`src/rtl/turbo_pkg.sv`:
```
// Shared types and constants for the turbo encoder.
// Holds the FSM state enum, block/word sizes and the symbol mapper.
package turbo_pkg;

    localparam int INPUT_SIZE  = 5;
    localparam int EXTEND_SIZE = 7;
    localparam int SYM_W       = 4;
    localparam int WORD_W      = 28;

    typedef enum logic [1:0] {
        S_IDLE,
        S_ENCODE,
        S_TAIL,
        S_DONE
    } state_t;

    // 1 -> +amp, 0 -> -amp, two's complement
    function automatic logic [SYM_W-1:0] sym_map(
        input logic              b,
        input logic [SYM_W-1:0]  amp
    );
        return b ? amp : (~amp + 1'b1);
    endfunction

endpackage

```
`src/rtl/turbo_rsc_step.sv`:
```
// One trellis step of the 4-state recursive systematic encoder.
// Ports: s (state {s1,s0}), u (input bit), tail (terminating step),
// u_eff (systematic bit used), p (parity), s_next (next state).
module turbo_rsc_step (
    input  logic [1:0] s,
    input  logic       u,
    input  logic       tail,
    output logic       u_eff,
    output logic       p,
    output logic [1:0] s_next
);

    logic a;

    // tail steps feed s0 back so the feedback bit cancels to zero
    assign u_eff  = tail ? s[0] : u;
    assign a      = u_eff ^ s[0];
    assign p      = a;
    assign s_next = {a, s[1]};

endmodule

```
`src/rtl/turbo_encoder.sv`:
```
// Rate-1/3 parallel turbo encoder with two terminated 4-state RSCs.
// Ports: clk_i, reset_n_i, valid_i/ready_o/data_i (block in),
// valid_o/ready_i (words out), sys1_o, par1_o, sys2_o, par2_o.
module turbo_encoder
    import turbo_pkg::*;
#(
    parameter logic signed [3:0] AMP  = 4'sd7,
    parameter logic [14:0]       PERM = 15'b011_000_010_100_001
) (
    input  logic        clk_i,
    input  logic        reset_n_i,
    input  logic        valid_i,
    output logic        ready_o,
    input  logic [4:0]  data_i,
    output logic        valid_o,
    input  logic        ready_i,
    output logic [27:0] sys1_o,
    output logic [27:0] par1_o,
    output logic [27:0] sys2_o,
    output logic [27:0] par2_o
);

    localparam logic [2:0] LAST_MSG  = 3'd4;
    localparam logic [2:0] LAST_TAIL = 3'd6;

    state_t      state_q;
    state_t      state_d;
    logic [2:0]  step_q;
    logic [4:0]  msg_q;
    logic [4:0]  u_nat;
    logic [1:0]  enc1_s_q;
    logic [1:0]  enc2_s_q;
    logic [27:0] sys1_q;
    logic [27:0] par1_q;
    logic [27:0] sys2_q;
    logic [27:0] par2_q;

    logic        step_en;
    logic        tail_en;
    logic        accept;
    logic [2:0]  src2;
    logic        u1;
    logic        u2;
    logic        u1_eff;
    logic        u2_eff;
    logic        p1;
    logic        p2;
    logic [1:0]  enc1_s_d;
    logic [1:0]  enc2_s_d;

    // ---------------- FSM: state register
    always_ff @(posedge clk_i or negedge reset_n_i) begin
        if (!reset_n_i) begin
            state_q <= S_IDLE;
        end else begin
            state_q <= state_d;
        end
    end

    // ---------------- FSM: next state
    always_comb begin
        state_d = state_q;
        unique case (state_q)
            S_IDLE: begin
                if (valid_i) state_d = S_ENCODE;
            end
            S_ENCODE: begin
                if (step_q == LAST_MSG) state_d = S_TAIL;
            end
            S_TAIL: begin
                if (step_q == LAST_TAIL) state_d = S_DONE;
            end
            S_DONE: begin
                if (ready_i) state_d = S_IDLE;
            end
            default: state_d = S_IDLE;
        endcase
    end

    // ---------------- FSM: outputs
    always_comb begin
        ready_o = 1'b0;
        valid_o = 1'b0;
        step_en = 1'b0;
        tail_en = 1'b0;
        unique case (state_q)
            S_IDLE:   ready_o = 1'b1;
            S_ENCODE: step_en = 1'b1;
            S_TAIL: begin
                step_en = 1'b1;
                tail_en = 1'b1;
            end
            S_DONE:   valid_o = 1'b1;
            default:  ready_o = 1'b0;
        endcase
    end

    assign accept = ready_o & valid_i;

    // u[k] lives at data_i[4-k]; reverse so u_nat[k] is u[k]
    assign u_nat = {msg_q[0], msg_q[1], msg_q[2], msg_q[3], msg_q[4]};

    // interleaver: pick the PERM field for the current step
    always_comb begin
        src2 = 3'd0;
        for (int k = 0; k < INPUT_SIZE; k++) begin
            if (step_q == k[2:0]) src2 = PERM[3*k +: 3];
        end
    end

    assign u1 = (step_q <= LAST_MSG) ? u_nat[step_q] : 1'b0;
    assign u2 = (src2 <= LAST_MSG) ? u_nat[src2] : 1'b0;

    turbo_rsc_step u_rsc1 (
        .s      (enc1_s_q),
        .u      (u1),
        .tail   (tail_en),
        .u_eff  (u1_eff),
        .p      (p1),
        .s_next (enc1_s_d)
    );

    turbo_rsc_step u_rsc2 (
        .s      (enc2_s_q),
        .u      (u2),
        .tail   (tail_en),
        .u_eff  (u2_eff),
        .p      (p2),
        .s_next (enc2_s_d)
    );

    // ---------------- datapath
    always_ff @(posedge clk_i or negedge reset_n_i) begin
        if (!reset_n_i) begin
            step_q   <= '0;
            msg_q    <= '0;
            enc1_s_q <= '0;
            enc2_s_q <= '0;
            sys1_q   <= '0;
            par1_q   <= '0;
            sys2_q   <= '0;
            par2_q   <= '0;
        end else if (accept) begin
            step_q   <= '0;
            msg_q    <= data_i;
            enc1_s_q <= '0;
            enc2_s_q <= '0;
        end else if (step_en) begin
            step_q   <= step_q + 3'd1;
            enc1_s_q <= enc1_s_d;
            enc2_s_q <= enc2_s_d;
            // symbol 0 ends up in the MSBs after seven shifts
            sys1_q   <= {sys1_q[23:0], sym_map(u1_eff, AMP)};
            par1_q   <= {par1_q[23:0], sym_map(p1, AMP)};
            sys2_q   <= {sys2_q[23:0], sym_map(u2_eff, AMP)};
            par2_q   <= {par2_q[23:0], sym_map(p2, AMP)};
        end
    end

    assign sys1_o = sys1_q;
    assign par1_o = par1_q;
    assign sys2_o = sys2_q;
    assign par2_o = par2_q;

endmodule
```
`config.mk`:
```
export PLATFORM = sky130hd
export DESIGN_NAME = turbo_encoder
export DESIGN_NICKNAME = d
export VERILOG_FILES = /design/src/rtl/turbo_pkg.sv /design/src/rtl/turbo_rsc_step.sv /design/src/rtl/turbo_encoder.sv
export SDC_FILE = /design/constraint.sdc
export NUM_CORES = 1
export LEC_CHECK = 0
export ABC_AREA = 1
export ABC_CLOCK_PERIOD_IN_PS = 3900
export BUFFER_PORTS_ARGS = -buffer_cell sky130_fd_sc_hd__buf_2
export CAP_MARGIN = 10
export CORE_MARGIN = 10
export CORE_UTILIZATION = 54
export DETAILED_ROUTE_END_ITERATION = 8
export GPL_TIMING_DRIVEN = 0
export PLACE_DENSITY = 0.86
export SLEW_MARGIN = 0
export SYNTH_ARGS = -nofsm -noshare
export SYNTH_HDL_FRONTEND = slang
export SYNTH_SLANG_ARGS = --single-unit
```
`constraint.sdc`:
```
create_clock -name clk_i -period 3.9 [get_ports clk_i]
set_input_delay 0.195 -clock clk_i [delete_from_list [all_inputs] [get_ports clk_i]]
set_output_delay 0.195 -clock clk_i [all_outputs]
set_load 0.1 [all_outputs]
```
==> results.md, run 1 <==
* Clock root cell: clkbuf_8
* Remaining antenna violation count at 0
* Port bufs at 122
* CTS sink cnt at 77
* Number of synthesized flops with an enable pin at 0
* Die X at 101 um
* Drt total wl at 9.02 mm
* Routed len/inst at 14.3 um
* Post-synth net total at 431
* Final hold viol count at 0
* Core Region at 6390 um^2
* Tot GR Track Use at 0.173
* Critical path peak fanout at 9
* Ys async rst share at 1.00
* CP required at 4.13 ns
* DR vias/cell at 4.88
* Ant diodes at 0
* Max clock buf depth at 2
* Die height at 101 um
* Routability cong. at 0.806
* Clock transition at the registers of the reported paths at 0.08 ns
* DRC at 0
* Min Clock Period, post-route at 1.86 ns
* First-pass detailed-route iteration total at 4
* Max Fclk at 536 MHz
* Yosys cell types at 24
* HP Class: primary input to register
* FF+latch count, synth at 77
* Ys flop type: dfrtp_1
* DP HPWL at 6.97 mm
* Gr ovfl total at 0
* Post-CTS Setup Bufs at 0
* Syn Std Cell Area at 3580 um^2
* Area leader, netlist: dfrtp_1
* Antenna violations before repair at 0
* CP Launch Type: register
* WHS at 0.0432 ns
* Synth cell count leaders: 174 x nand2_1, 77 x dfrtp_1, 49 x buf_4, 31 x o21ai_0, 30 x inv_1
* Largest net degree at the start of global routing at 47
* Skew final at 0.00812 ns
* Worst Max-Slew Pin Slew at 0.511 ns
* Cell row count at 29
* Area grow syn2layout at 26.3%
* Latest clock arrival within the worst-skew pair at 0.34 ns
* # nets final at 566
* YS warnings at 0
* Initial Utilization at 0.560
* TritonCTS Buffers at 9
* Via count at 3,076
* H-tree levels at 3
* Fin crit share at 0.478
* Most frequent cell after synthesis: nand2_1
* Status: completed
* Element type at the critical path end: register
* Final setup margin at 2.04 ns
* Share of cells above drive strength 1 at 0.371
* CTS tree: done
* Final setup violation count at 0
* Worst rel slew slack at 0.662
* TNS Setup at 0 ns
* Max-Cap Viols at 0
* Pre-CTS WS at 2.05 ns
* RSZ-0062 raised after global routing: false
* Post-synthesis cell count at 413
* Synthesized area per cell at 8.66 um^2
* Initial DRC count at 156
* Slew Viols, Final at 0
* Critical path class: register to register
* Die area at 10,300 um^2
* Yosys top cell area share at 0.538
* Finished Core Util at 0.707
* Vias in the first global route at 3,033
* Worst Path Arrival at 2.09 ns
* Dominant cells by area after synthesis: dfrtp_1 54%, nand2_1 18%, buf_4 10%, o21ai_0 4.3%, ha_1 3.1%
* Post-synthesis sequential area ratio at 0.538
* First-pass GRT wire length at 14.5 mm
* I/O Pins at 123
[per-layer routing]
metal / routed length (um) / share of wire / GRT usage
met5: 0 / 0 / 0
met4: 152 / 0.017 / 0.0622
met3: 765 / 0.085 / 0.0477
met2: 4530 / 0.50 / 0.306
met1: 3570 / 0.40 / 0.195
[final cells by class]
| cell class | count | area [um^2] |
|---|---|---|
| timing repair buffer | 124 | 651 |
| fill | 488 | 1870 |
| sequential | 77 | 1930 |
| clock buffer | 13 | 149 |
| clock inverter | 3 | 43.8 |
| inverter | 32 | 123 |
| buffer | 61 | 428 |
| multi-input combinational | 243 | 1100 |
| tap | 77 | 96.3 |
[worst max-delay path, stage by stage, from the launching register on]
cell	delay (ns)
dfrtp_1	0.48
ha_1	0.24
ha_1	0.18
nor2_2	0.13
nand2_1	0.07
inv_1	0.06
nand2_1	0.05
nand2_1	0.05
nand2_1	0.04
nand2_1	0.09
nand2_2	0.09
nand2_1	0.07
nand2_1	0.04
nand2_1	0.10
nand2_1	0.05
[flip-flops by register name, summed over array words and instances (netlist names)]
signal / flops
state_q: 2
enc1_s_q: 2
par2_o: 14
step_q: 3
msg_q: 5
par1_o: 15
enc2_s_q: 2
sys1_o: 20
sys2_o: 14
[worst paths after layout]
check	start	end	slack [ns]	cells after the start
min in group asynchronous	reset_n_i	par1_o[22]$_DFFE_PN0P_	0.34	2
max	step_q[0]$_DFFE_PN0P_	enc2_s_q[1]$_DFFE_PN0P_	2.04	14
min	data_i[0]	msg_q[0]$_DFFE_PN0P_	0.04	3
min reg2reg	par2_o[27]$_DFFE_PN0P_	par2_o[27]$_DFFE_PN0P_	0.49	2
max in group asynchronous	reset_n_i	msg_q[1]$_DFFE_PN0P_	3.00	3
max reg2reg	step_q[0]$_DFFE_PN0P_	enc2_s_q[1]$_DFFE_PN0P_	2.04	14
[per-stage QoR]
stage	cells	area, um^2
floorplan	413	3580
global placement	612	4290
detailed placement	613	4320
CTS	630	4520
global route	630	4520
finish	630	4520
[placed cells by master, fill, tap and decap left out, drive strengths merged, types with 2 or more instances in the layout]
master,count
buf,183
nand2,176
dfrtp,77
inv,33
o21ai,32
clkbuf,14
ha,9
nand3,6
nor2,6
a21oi,5
o211ai,2
o22ai,2
o21a,2
[timing repair]
item                                   4_1_cts  5_1_grt
endpoints found under the hold margin       31        0
resized for setup                            0        0
hold buffers                                 1        0
[kinds of logic (layout without fill, tap and decap cells)]
| family | Yosys count | count (layout) | synth area share |
|---|---|---|---|
| and+or+nand+nor | 190 | 190 | 0.209 |
| buffers and inverters | 93 | 233 | 0.154 |
| AOI/OAI and AO/OA | 44 | 44 | 0.0668 |
| adders and majority gates | 9 | 9 | 0.0315 |
| DFF | 77 | 77 | 0.538 |
Power of run 1 is not shown: default switching activity piles up to over one toggle a cycle in this logic, so the estimate is an artifact.
==> run 2, diff against run 1 <==
- ABC_CLOCK_PERIOD_IN_PS: 3900 -> 1600
- CORE_UTILIZATION: 54 -> 45
- PLACE_DENSITY: 0.86 -> 0.77
- clock period: 3.9 -> 1.6 ns (I/O delays scaled with it)
==> run 2 against run 1 <==
Compared with the run above: count of clock-buffer cells in the layout fell by 3; critical endpoint is now enc1_s_q[1]$_DFFE_PN0P_; wire length rose by 12%; sequential share of layout area is 4.6 points lower; critical path type unchanged; worst hold slack improved by 0.0079 ns; first-iteration DRC count down 25%; the flow now finishes with violations (setup timing).
==> results.md, run 2 (same netlist as run 1, synthesis figures left out) <==
* Status: finished, violations left
* Failing checks: setup timing
* Worst Path Buf+Inv at 3
* Placed insts at 638
* Area grow syn2layout at 41.5%
* Critical path peak fanout at 8
* Final setup violation count at 29
* Crit path cell chain: inv_2 -> ha_4 -> clkinvlp_4 -> nor2_8 -> inv_8 -> a21oi_1 -> nand2_1 -> o21ai_0
* Ant diodes at 0
* Worst Hold End: msg_q[2]$_DFFE_PN0P_
* DR vias/cell at 4.73
* WHS Path Cells at 4
* Hold wc startpoint: valid_i
* Tot GR Track Use at 0.158
* I/O Pins at 123
* H-tree levels at 3
* Initial DRC count at 117
* Min Clock Period, post-route at 1.65 ns
* RSZ-0062 raised after global routing: true
* Die height at 109 um
* Final hold viol count at 0
* Remaining antenna violation count at 0
* Gr ovfl total at 0
* Routed len/inst at 14.9 um
* Slew Viols, Final at 0
* Die X at 109 um
* Worst Max-Slew Pin Slew at 0.513 ns
* Commonest non-fill, non-tap cells in the layout: 155 x nand2_1, 120 x buf_2, 75 x dfrtp_1
* First-pass GRT wire length at 15.0 mm
* CTS tree: done
* Clock root cell: clkbuf_8
* M1 GR Usage at 0.175
* Clock transition at the registers of the reported paths at 0.08 ns
* Worst Path Arrival at 1.93 ns
* Largest net degree at the start of global routing at 43
* Busiest layer in global routing: met2
* Flop2flop setup slack at -0.05 ns
* CP max-delay cell: dfrtp_1
* Vias in the first global route at 3,071
* Skew final at 0.00629 ns
* Max reg flops at 20
* DP HPWL at 7.14 mm
* Share of cells above drive strength 1 at 0.463
* Grt met3 use at 0.0525
* CP Launch Type: register
* HP Class: primary input to register
* Max Fclk at 605 MHz
* Most common cell after layout, fill and taps aside: nand2_1
* Fin crit share at 1.03
* TritonCTS Buffers at 9
* CP required at 1.87 ns
* Port bufs at 122
* Antenna violations before repair at 0
* DRC at 0
* First-pass detailed-route iteration total at 4
* Reg2reg path depth at 8
* Crit-path max cell delay at 0.40 ns
* Routability cong. at 0.797
* Worst rel slew slack at 0.660
* Die area at 11,900 um^2
* # nets final at 585
* Element type at the critical path end: register
* Final setup margin at -0.0517 ns
* Via count at 3,189
* Met2 Use GR at 0.281
* Cell row count at 32
* Drt total wl at 10.1 mm
* Finished Layout Cells at 674
* Initial Utilization at 0.463
* Worst path top cell family by delay: flip-flops
* Max-Cap Viols at 0
* CTS sink cnt at 77
* Latest clock arrival within the worst-skew pair at 0.36 ns
* Max clock buf depth at 2
* Core Region at 7730 um^2
* Reg-to-Reg End: enc1_s_q[1]$_DFFE_PN0P_
* Number of fill cells at 648
* R2r startpoint: state_q[1]$_DFFE_PN0P_
* Critical path class: register to register
[run 2: changes by cell type in the layout (fill, tap and decap cells not counted), sizes merged]
| cell | before | now |
|---|---|---|
| clkinvlp | 0 | 2 |
| clkinv | 1 | 2 |
| dlygate4sd3 | 1 | 6 |
| bufinv | 1 | 2 |
| clkbuf | 14 | 13 |
| nor2 | 6 | 7 |
| buf | 183 | 193 |
[run 2: worst max-delay path by stage]
| stage | start | endpoint | slack [ns] | cells past startpoint |
|---|---|---|---|---|
| 2_1_floorplan | state_q[1]$_DFFE_PN0P_ | par2_o[2]$_DFFE_PN0P_ | 0.004 | 9 |
| 3_3_place_gp | reset_n_i | step_q[0]$_DFFE_PN0P_ | -0.17 | 1 |
| 3_5_place_dp | step_q[0]$_DFFE_PN0P_ | enc2_s_q[1]$_DFFE_PN0P_ | -0.19 | 14 |
| 4_1_cts | step_q[0]$_DFFE_PN0P_ | par2_o[2]$_DFFE_PN0P_ | -0.07 | 14 |
| 5_1_grt | step_q[1]$_DFFE_PN0P_ | par2_o[2]$_DFFE_PN0P_ | -0.16 | 14 |
| 6_report | state_q[1]$_DFFE_PN0P_ | enc1_s_q[1]$_DFFE_PN0P_ | -0.05 | 8 |
[run 2: what timing repair did]
item	CTS	global route
hold buffers	6	0
pin swaps	5	7
endpoints found under the hold margin	40	0
setup endpoints to repair	18	71
setup buffers	3	4
gates cloned	0	7
resized for setup	9	94
[run 2: per-layer routing]
metal | wire, um | up-vias | share of wire
met1 | 3780 | 1511 | 0.38
met4 | 177 | 0 | 0.018
met3 | 997 | 16 | 0.099
li1 | - | 1542 | -
met5 | 0 | - | 0
met2 | 5120 | 120 | 0.51
[run 2: stage by stage]
stage	setup TNS [ns]	cell area (um^2)	util	hold WS [ns]	setup WS (ns)
final	-0.428	5060	0.655	0.0511	-0.0517
after global routing	-5.70	5060	0.655	0.0596	-0.159
after CTS	-0.190	4720	0.610	0.0485	-0.0693
after detailed placement	-1.06	4380	0.567	0.0720	-0.185
after global placement	-3.34	4360	0.564	0.273	-0.169
after floorplan	0	3620	-	-0.216	0.00381
[run 2: worst reg2reg max path, cell delays in order (launching register included)]
cell and delay [ns]:
dfrtp_1 0.40, inv_2 0.07, ha_4 0.29, clkinvlp_4 0.16
nor2_8 0.22, inv_8 0.10, a21oi_1 0.17, nand2_1 0.09
o21ai_0 0.07
[run 2: layout make-up]
type	instances	area, um^2	share of cell area
Sequential cell	77	1930	0.381
Timing Repair inverter	1	6.26	0.00124
Tap cell	102	128	0.0252
Buffer	61	519	0.103
Clock buffer	10	128	0.0252
Inverter	32	136	0.0269
Timing Repair Buffer	141	850	0.168
Clock inverter	6	86.3	0.0170
Multi-Input combinational cell	244	1280	0.253
Power of run 2 is left out for the same reason.
==> run 3, diff against run 2 <==
- ABC_CLOCK_PERIOD_IN_PS: 1600 -> 2100
- CORE_UTILIZATION: 45 -> 54
- PLACE_DENSITY: 0.77 -> 0.86
- clock period: 1.6 -> 2.1 ns (I/O delays scaled with it)
==> run 3 against run 2 <==
Compared with the run above: the run now ends clean; global-route usage grew 2.4 points; sequential share of layout area grew 4.1 points; clock skew grew 0.0036 ns; fmax shrank 13%; worst hold slack gained 0.034 ns; count of clock-buffer cells in the layout grew 1; first-iteration DRC count grew 29%; worst setup slack gained 0.26 ns; cell count shrank 5.9%; die area shrank 14%; critical endpoint is now par2_o[2]$_DFFE_PN0P_.
==> results.md, run 3 (same netlist as run 1, synthesis figures left out) <==
* WHS Path Cells at 4
* Port bufs at 122
* DR vias/cell at 4.89
* # nets final at 571
* Die height at 101 um
* CTS sink cnt at 77
* Drt total wl at 9.42 mm
* Clock transition at the registers of the reported paths at 0.07 ns
* Most common cell after layout, fill and taps aside: nand2_1
* Share of cells above drive strength 1 at 0.372
* Worst Path Arrival at 2.12 ns
* Commonest non-fill, non-tap cells in the layout: 174 x nand2_1, 132 x buf_2, 77 x dfrtp_1
* CTS tree: done
* Vias in the first global route at 3,099
* Max Fclk at 528 MHz
* Skew final at 0.00987 ns
* Initial Utilization at 0.560
* Max clock buf depth at 2
* Cell row count at 29
* Status: completed
* Antenna violations before repair at 0
* Max-Cap Viols at 0
* Tot GR Track Use at 0.182
* TNS Setup at 0 ns
* CTS hold repair buffers at 6
* Latest clock arrival within the worst-skew pair at 0.34 ns
* H-tree levels at 3
* Via count at 3,101
* Remaining antenna violation count at 0
* Worst Max-Slew Pin Slew at 0.514 ns
* Core Region at 6390 um^2
* I/O Pins at 123
* Max reg flops at 20
* Critical path peak fanout at 9
* Area grow syn2layout at 27.7%
* First-pass detailed-route iteration total at 4
* Clock root cell: clkbuf_8
* Routability cong. at 0.814
* DRC at 0
* CP Launch Type: register
* Worst rel slew slack at 0.659
* Critical path class: register to register
* Gr ovfl total at 0
* CP required at 2.33 ns
* Min Clock Period, post-route at 1.90 ns
* Final hold viol count at 0
* RSZ-0062 raised after global routing: false
* HP Class: primary input to register
* Ant diodes at 0
* Initial DRC count at 151
* WHS at 0.0850 ns
* DP HPWL at 7.22 mm
* Element type at the critical path end: register
* Largest net degree at the start of global routing at 51
* TritonCTS Buffers at 9
* Die area at 10,300 um^2
* First-pass GRT wire length at 15.2 mm
* Routed len/inst at 14.9 um
* Fin crit share at 0.903
* Final setup violation count at 0
* Die X at 101 um
* Slew Viols, Final at 0
* Reg2reg path depth at 14
* Post-CTS sizing at 0
* Post-CTS Setup Bufs at 0
run 3: changes by cell type in the layout (fill, tap and decap cells not counted), sizes merged:
| cell | previous run | this run |
|---|---|---|
| buf | 193 | 183 |
| clkinvlp | 2 | 0 |
| bufinv | 2 | 1 |
| clkbuf | 13 | 12 |
| clkinv | 2 | 3 |
| inv | 33 | 32 |
| nor2 | 7 | 6 |
run 3: final cells by class:
cell class,instances,area (um^2)
Sequential cell,77,1930
Fill cell,498,1820
Multi-Input combinational cell,243,1100
Timing Repair Buffer,129,701
Buffer,61,428
Clock buffer,11,141
Inverter,32,123
Tap cell,77,96.3
Clock inverter,4,48.8
run 3: through the flow:
stage / utilization / std cells / setup slack (ns) / cell area [um^2]
after floorplan: - / 413 / 0.224 / 3580
after global placement: 0.671 / 612 / 0.332 / 4290
after detailed placement: 0.676 / 613 / 0.247 / 4320
after CTS: 0.715 / 634 / 0.221 / 4570
after global routing: 0.715 / 634 / 0.0212 / 4570
final: 0.715 / 634 / 0.205 / 4570
run 3: worst paths after layout:
check,from,to,slack (ns)
setup / recovery,step_q[0]$_DFFE_PN0P_,par2_o[2]$_DFFE_PN0P_,0.20
hold / removal,valid_i,msg_q[0]$_DFFE_PN0P_,0.08
setup reg to reg,step_q[0]$_DFFE_PN0P_,par2_o[2]$_DFFE_PN0P_,0.20
hold reg to reg,par2_o[27]$_DFFE_PN0P_,par2_o[27]$_DFFE_PN0P_,0.49
max in group asynchronous,reset_n_i,enc2_s_q[1]$_DFFE_PN0P_,1.29
min in group asynchronous,reset_n_i,par1_o[22]$_DFFE_PN0P_,0.24
run 3: critical path: stages, from the launching register on:
cell     delay, ns
dfrtp_1       0.49
ha_1          0.26
ha_1          0.19
nor2_2        0.14
nand2_1       0.08
inv_1         0.05
nand2_1       0.04
nand2_1       0.05
nand2_1       0.05
nand2_1       0.09
nand2_2       0.09
nand2_1       0.06
nand2_1       0.04
nand2_1       0.09
nand2_1       0.06
run 3: metal layers:
layer | track usage | wire, um | share of wire | vias to the layer above
met2 | 0.323 | 4890 | 0.52 | 94
li1 | - | - | - | 1503
met1 | 0.199 | 3550 | 0.38 | 1492
met3 | 0.0640 | 858 | 0.091 | 12
met4 | 0.0514 | 117 | 0.012 | 0
met5 | 0 | 0 | 0 | -
Power of run 3 is left out for the same reason.
